**config.mk**
```make
export PLATFORM = sky130hd
export DESIGN_NAME = multicycle_ctrl
export DESIGN_NICKNAME = d
export VERILOG_FILES = /design/src/rtl/multicycle_ctrl.sv
export SDC_FILE = /design/constraint.sdc
export NUM_CORES = 1
export LEC_CHECK = 0
export ABC_AREA = 1
export CAP_MARGIN = 20
export CORE_MARGIN = 10
export CORE_UTILIZATION = 30
export DETAILED_ROUTE_END_ITERATION = 10
export MAX_ROUTING_LAYER = met4
export PLACE_DENSITY_LB_ADDON = 0.2
export SYNTH_ARGS = -nofsm -noshare
export SYNTH_HDL_FRONTEND = slang
export SYNTH_SLANG_ARGS = --single-unit
```
**constraint.sdc**
```tcl
create_clock -name clk -period 4.1 [get_ports clk]
set_clock_uncertainty 0.05 [all_clocks]
set_input_delay 1.23 -clock clk [delete_from_list [all_inputs] [get_ports clk]]
set_output_delay 1.23 -clock clk [all_outputs]
set_load 0.01 [all_outputs]
```
**src/rtl/multicycle_ctrl.sv**
```systemverilog
// multicycle_ctrl: main control FSM sequencing the shared multi-cycle RV32I datapath
module multicycle_ctrl #(
  parameter int TIMEOUT_CYCLES = 15,
  parameter int CNT_W = 32
) (
  input  logic             clk,
  input  logic             rst,
  input  logic [6:0]       opcode,
  input  logic             zero,
  input  logic             mem_ready,
  output logic             pc_write,
  output logic             adr_src,
  output logic             mem_write,
  output logic             ir_write,
  output logic [1:0]       result_src,
  output logic [1:0]       alu_src_a,
  output logic [1:0]       alu_src_b,
  output logic [1:0]       ALU_op,
  output logic             reg_write,
  output logic             illegal_instr,
  output logic             bus_error,
  output logic [CNT_W-1:0] retired,
  output logic [3:0]       state_dbg
);
  typedef enum logic [3:0] {
    FETCH = 4'd0, DECODE = 4'd1, MEMADR = 4'd2, MEMREAD = 4'd3, MEMWB = 4'd4, MEMWRITE = 4'd5,
    EXECR = 4'd6, EXECI = 4'd7, ALUWB = 4'd8, BEQ = 4'd9, JAL = 4'd10, TRAP = 4'd15
  } state_t;
  localparam int WW = $clog2(TIMEOUT_CYCLES + 1);
  state_t state, next;
  logic [WW-1:0] wait_cnt;
  logic waiting, timeout, retire, pc_w, ir_w, mem_w, reg_w;
  assign waiting = (state == FETCH || state == MEMREAD || state == MEMWRITE) && !mem_ready;
  assign timeout = waiting && wait_cnt == WW'(TIMEOUT_CYCLES - 1);
  assign pc_write = pc_w && !rst;
  assign ir_write = ir_w && !rst;
  assign mem_write = mem_w && !rst;
  assign reg_write = reg_w && !rst;
  assign state_dbg = state;
  // next-state and Moore/strobe decode; timeout overrides any transition and strobe
  always_comb begin
    next = state;
    pc_w = 1'b0;
    ir_w = 1'b0;
    mem_w = 1'b0;
    reg_w = 1'b0;
    retire = 1'b0;
    adr_src = 1'b0;
    result_src = 2'b00;
    alu_src_a = 2'b00;
    alu_src_b = 2'b00;
    ALU_op = 2'b00;
    case (state)
      FETCH: begin
        alu_src_b = 2'b10;
        result_src = 2'b10;
        ir_w = mem_ready;
        pc_w = mem_ready;
        next = mem_ready ? DECODE : FETCH;
      end
      DECODE: begin
        alu_src_a = 2'b01;
        alu_src_b = 2'b01;
        case (opcode)
          7'b0000011, 7'b0100011: next = MEMADR;
          7'b0110011: next = EXECR;
          7'b0010011: next = EXECI;
          7'b1100011: next = BEQ;
          7'b1101111: next = JAL;
          default: next = TRAP;
        endcase
      end
      MEMADR: begin
        alu_src_a = 2'b10;
        alu_src_b = 2'b01;
        next = opcode == 7'b0000011 ? MEMREAD : MEMWRITE;
      end
      MEMREAD: begin
        adr_src = 1'b1;
        next = mem_ready ? MEMWB : MEMREAD;
      end
      MEMWB: begin
        result_src = 2'b01;
        reg_w = 1'b1;
        retire = 1'b1;
        next = FETCH;
      end
      MEMWRITE: begin
        adr_src = 1'b1;
        mem_w = !timeout;
        retire = mem_ready;
        next = mem_ready ? FETCH : MEMWRITE;
      end
      EXECR: begin
        alu_src_a = 2'b10;
        ALU_op = 2'b10;
        next = ALUWB;
      end
      EXECI: begin
        alu_src_a = 2'b10;
        alu_src_b = 2'b01;
        ALU_op = 2'b10;
        next = ALUWB;
      end
      ALUWB: begin
        reg_w = 1'b1;
        retire = 1'b1;
        next = FETCH;
      end
      BEQ: begin
        alu_src_a = 2'b10;
        ALU_op = 2'b01;
        pc_w = zero;
        retire = 1'b1;
        next = FETCH;
      end
      JAL: begin
        alu_src_a = 2'b01;
        alu_src_b = 2'b10;
        pc_w = 1'b1;
        next = ALUWB;
      end
      default: next = TRAP;
    endcase
    if (timeout) next = TRAP;
  end
  // state, wait counter, retire counter and sticky trap causes
  always_ff @(posedge clk) begin
    if (rst) begin
      state <= FETCH;
      wait_cnt <= '0;
      retired <= '0;
      illegal_instr <= 1'b0;
      bus_error <= 1'b0;
    end else begin
      state <= next;
      wait_cnt <= next != state ? '0 : waiting ? wait_cnt + 1'b1 : wait_cnt;
      retired <= retired + CNT_W'(retire);
      if (state == DECODE && next == TRAP) illegal_instr <= 1'b1;
      if (timeout) bus_error <= 1'b1;
    end
  end
endmodule

```
# [Word level (Yosys, flattened, before mapping)]
# Cells that the tools add are included.
[op_classes] n_addsub=2 eq_ne=19 mux=17 reduce_logical=24
[op_table] op="$add 32x1->32" count=1
[op_table] op="$pmux 4 s7" count=1
[op_table] op="$eq 4x4->1 const B" count=5
[op_table] op="$pmux 4 s5" count=1
[op_table] op="$eq 4x3->1 const B" count=4
[op_table] op="$pmux 2 s2" count=4
[op_table] op="$eq 7x6->1 const B" count=2
[op_table] op="$eq 7x7->1 const B" count=2
[op_table] op="$reduce_or 2->1" count=7
[op_table] op="$mux 3" count=3
[op_table] op="$reduce_or 3->1" count=3
[op_table] op="$eq 4x2->1 const B" count=2
[op_table] op="$eq 7x2->1 const B" count=1
[op_table] op="$eq 7x5->1 const B" count=1
[op_table] op="$logic_and 1x1->1" count=7
[op_table] op="$mux 1" count=5
[op_table] op="$add 4x1->4 const B" count=1
[op_table] op="$eq 4x1->1 const B" count=1
[op_table] op="$logic_not 4->1" count=1
[op_table] op="$mux 4" count=1
[op_table] op="$ne 4x4->1" count=1
[op_table] op="$reduce_or 4->1" count=1
[op_table] op="$logic_not 1->1" count=3
[op_table] op="$pmux 1 s3" count=1
[op_table] op="2 further kinds" count=3
[word_totals] reg_bits=42 inputBits=11 out_inout_bits=51 elab_cells=67

# [Logic depth before layout (Yosys ltp)]
[logic_depth] depth_word=8 depth_mapped=19 mapped_depth_nobuf=19

# [Worst setup path after synthesis]
# Ideal clock, no wire load.
[synth_timing] path_kind="input to output" startpoint="in rst" endpoint="out mem_write" t_arrival_ns=1.969 required_time_ns=2.820 slack_ns=0.851 cell_stages=5 n_path_buf=2 cell_sequence="clkbuf_1 -> inv_1 -> clkbuf_1 -> nand3_1 -> inv_1"
[synth_between] elab_chain_cells=2
[synth_rtl] element="start, declared" line_no="7" text="input logic rst,"
[synth_rtl] element="$logic_not 1->1" line_no="37" text="assign mem_write = mem_w && !rst;"
[synth_rtl] element="$logic_and 1x1->1" line_no="37"
[synth_rtl] element="end, declared" line_no="13" text="output logic mem_write,"
# No other way between the ends.

# [Final worst setup path]
[layout_timing] startpoint="in mem_ready" endpoint="out mem_write"
[layout_between] elab_chain_cells=6
[layout_rtl] element="start, declared" line_no="10" text="input logic mem_ready,"
[layout_rtl] element="$logic_not 1->1" line_no="33" text="assign waiting = (state == FETCH || state == MEMREAD || state == MEMWRITE) && !mem_ready;"
[layout_rtl] element="$logic_and 1x1->1" line_no="33"
[layout_rtl] element="$logic_and 1x1->1" line_no="34" text="assign timeout = waiting && wait_cnt == WW'(TIMEOUT_CYCLES - 1);"
[layout_rtl] element="$logic_not 1->1" line_no="90" text="mem_w = !timeout;"
[layout_rtl] element="$mux 1" line_no="53" text="case (state)"
[layout_rtl] element="$logic_and 1x1->1" line_no="37"
# No other way between the ends.

==> metrics.md <==
| Metric | Value |
|---|---|
| Worst-case vdd ir drop | a little over 400 uV |
| Top post-synthesis cells by area | dfxtp_1 35%, nand2_1 12%, inv_1 8.6% |
| RR Startpoint | state_dbg[3] |
| Synth Register Bits | 42 |
| Commonest non-fill, non-tap cell in the layout | nand2_1 |
| Final Max Slew Viols | 0 |
| Clk sinks | 42 |
| Register-to-Register Path Depth | 18 |
| Clock power frac | 21.2% |
| Drc violations | 0 |
| Internal | 826 uW |
| Hold path start | bus_error |
| Fin crit share | 95.7% |
| Syn Inst Count | 366 |
| Number of global-route vias before repair | approximately 2300 |
| Die Wd | 109 microns |
| Minimum clock period | 3920 ps |
| GRT Overall Usage | 11.4% |
| Setup crit start kind | input pin |
| Routability cong. | ~0.9 |
| Slew of the pin with the lowest slew margin | around 360 ps |
| Share of the synthesized area in the top cell type | 35.1% |
| Total chip power | approximately 1.3 mW |
| RSZ-0062 raised after global routing | no |
| Fin Hold WS | 405 ps |
| Setup TNS | 0 ps |
| Share of cells above drive strength 1 | 8.06% |
| Cts-stage hold buffer count | 0 |
| F_max | ~0.25 GHz |
| Most frequent cells in the layout | 75 x nand2_1, 61 x clkdlybuf4s50_1, 55 x inv_1, 55 x nor2_1, 42 x dfxtp_1 |
| CP required | 2820 ps |
| Antenna Violating Nets Remaining | 0 |
| Vert. Die Dim | 109 microns |
| Hpwl dp | 5.32 mm |
| Final Hold Viols | 0 |
| Cts bufs inserted | 5 |
| Port Buffers | 61 |
| Status | complete, no violations |
| Initial DRC Count | 110 |
| Number of vias per cell | ~4.6 |
| Post-synth cell types | 32 |
| PostCTS Resize Cnt | 0 |
| GRT Residual Overflow | 0 |
| Register area share after synthesis | a little over a third |
| Clk pin slew, worst setup/hold paths | approximately 80 ps |
| Max Root-Sink Buffers | 2 |
| Pwr dens | about 420 mW/mm^2 |
| CTS tree | done |
| Syn_nets | 381 |
| Syn_area_per_cell | 6.55 sq um |
| # rows | 32 |
| Switch share | around 39% |
| CTS H-tree depth | 2 |
| Worst Setup SP | mem_ready |
| Die area | 0.0120 sq mm |
| Max Cap Viol | 0 |
| Routed wire per std cell | 12.5 microns |
| Hold WC Path Type | reg -> reg |
| Area Growth Syn to Fin | 34.9% |
| End of the critical path | mem_write |
| Initial antenna violation count | 0 |
| Switching power | around 520 uW |
| Global-route wire length before repair | 10.7 mm |
| Mapped Area | 0.00240 sq mm |
| Setup crit end kind | primary output |
| Slew margin rel. | 75.5% |
| Worst Path Arrival | 2640 ps |
| WL final | 6.72 mm |
| Ant. Diodes | 0 |
| Synth area leader | dfxtp_1 |
| LEAKAGE | 1.32 nW |
| Yosys warning count | 0 |
| Via count | 2455 |
| CTS root buffer | clkbuf_8 |
| Nets | 448 |
| Reg-to-Reg End | retired[26] |
| Core area | just under 0.008 sq mm |
| Critical path type | in -> out |
| Final setup viols | 0 |
| Largest net degree at the start of global routing | 16 |
| Initial core utilization | 30.9% |
| Crit path max fanout | 5 |
| Seq pwr share | 34.4% |
| Worst skew pair latency | 300 ps |
| I/O Pins | 62 |
| Drt first pass iters | 5 |
| Logic pwr share | between 40% and 50% |
| Post-CTS setup buffer count | 0 |
| Reg2reg setup slack | 1220 ps |
==> worst min path at each step <==
stage	slack, ps	depth (start not counted)	to
after floorplan	420	2	bus_error
after global placement	400	2	bus_error
after detailed placement	400	2	bus_error
after CTS	410	2	bus_error
after global routing	440	2	bus_error
final	410	2	bus_error
==> critical path, stage by stage <==
cell             delay [ps]
clkdlybuf4s50_1         530
inv_1                   130
nand3_4                 100
nand3_1                  60
inv_1                    60
clkdlybuf4s50_1         520
==> stage by stage <==
stage	worst slack (ps)	instances	area, sq um	util [%]
6_report	177	536	3240	41.7
5_1_grt	96.0	536	3240	41.7
4_1_cts	175	536	3240	41.7
3_5_place_dp	177	528	3140	40.4
3_3_place_gp	174	528	3140	40.4
2_1_floorplan	851	366	2400	-
==> per-layer routing <==
layer / GRT usage [%] / routed length, microns / vias up
met4: 3.07 / 23 / 0
met3: 3.74 / 471 / 4
li1: - / - / 1311
met2: 17.5 / 2980 / 45
met1: 13.9 / 3250 / 1095
met5: - / 0 / -
==> power by group through the flow <==
stage,registers [mW],logic [mW],clock network (mW)
finish,0.465,0.599,0.286
detailed placement,0.473,0.596,0
floorplan,0.477,0.351,0
global placement,0.475,0.602,0
CTS,0.464,0.603,0.296
global route,0.469,0.672,0.311
==> cells in the mapped netlist (all sizes together) <==
master / instances
dfxtp: 42
xnor2: 1
xor2: 4
nor3: 11
buf: 1
ha: 4
inv: 60
o21ai: 15
nand4: 11
o21a: 5
or2: 1
nor3b: 4
a31oi: 6
nand3b: 2
nand2: 78
nor2: 62
a211oi: 1
nand3: 28
a221oi: 1
o211ai: 1
nor4: 2
clkbuf: 4
a21oi: 22
==> flip-flops by register name, indices dropped and copies added, names as in the netlist <==
register and cells:
state_dbg 4, wait_cnt 4, bus_error 1, retired 32
illegal_instr 1
==> area by class of cell <==
class,instances,area (sq um)
Clock buffer,6,82.6
Clock inverter,2,12.5
Fill cell,849,4530
Inverter,60,225
Multi-Input combinational cell,259,1310
Sequential cell,42,841
Tap cell,102,128
Timing Repair Buffer,65,641
==> logic make-up (layout without fill, tap and decap cells) <==
group / count (synthesis) / in the layout / synth area share (%)
AND/OR/NAND/NOR: 199 / 199 / 38.7
buffers and inverters: 65 / 133 / 10.5
AO/OA/AOI/OAI: 51 / 51 / 11.8
flip-flops: 42 / 42 / 35.1
XOR/XNOR: 5 / 5 / 1.83
adder cells (fa/ha/maj): 4 / 4 / 2.09
Note: power is estimated with default switching activity, not from simulation.
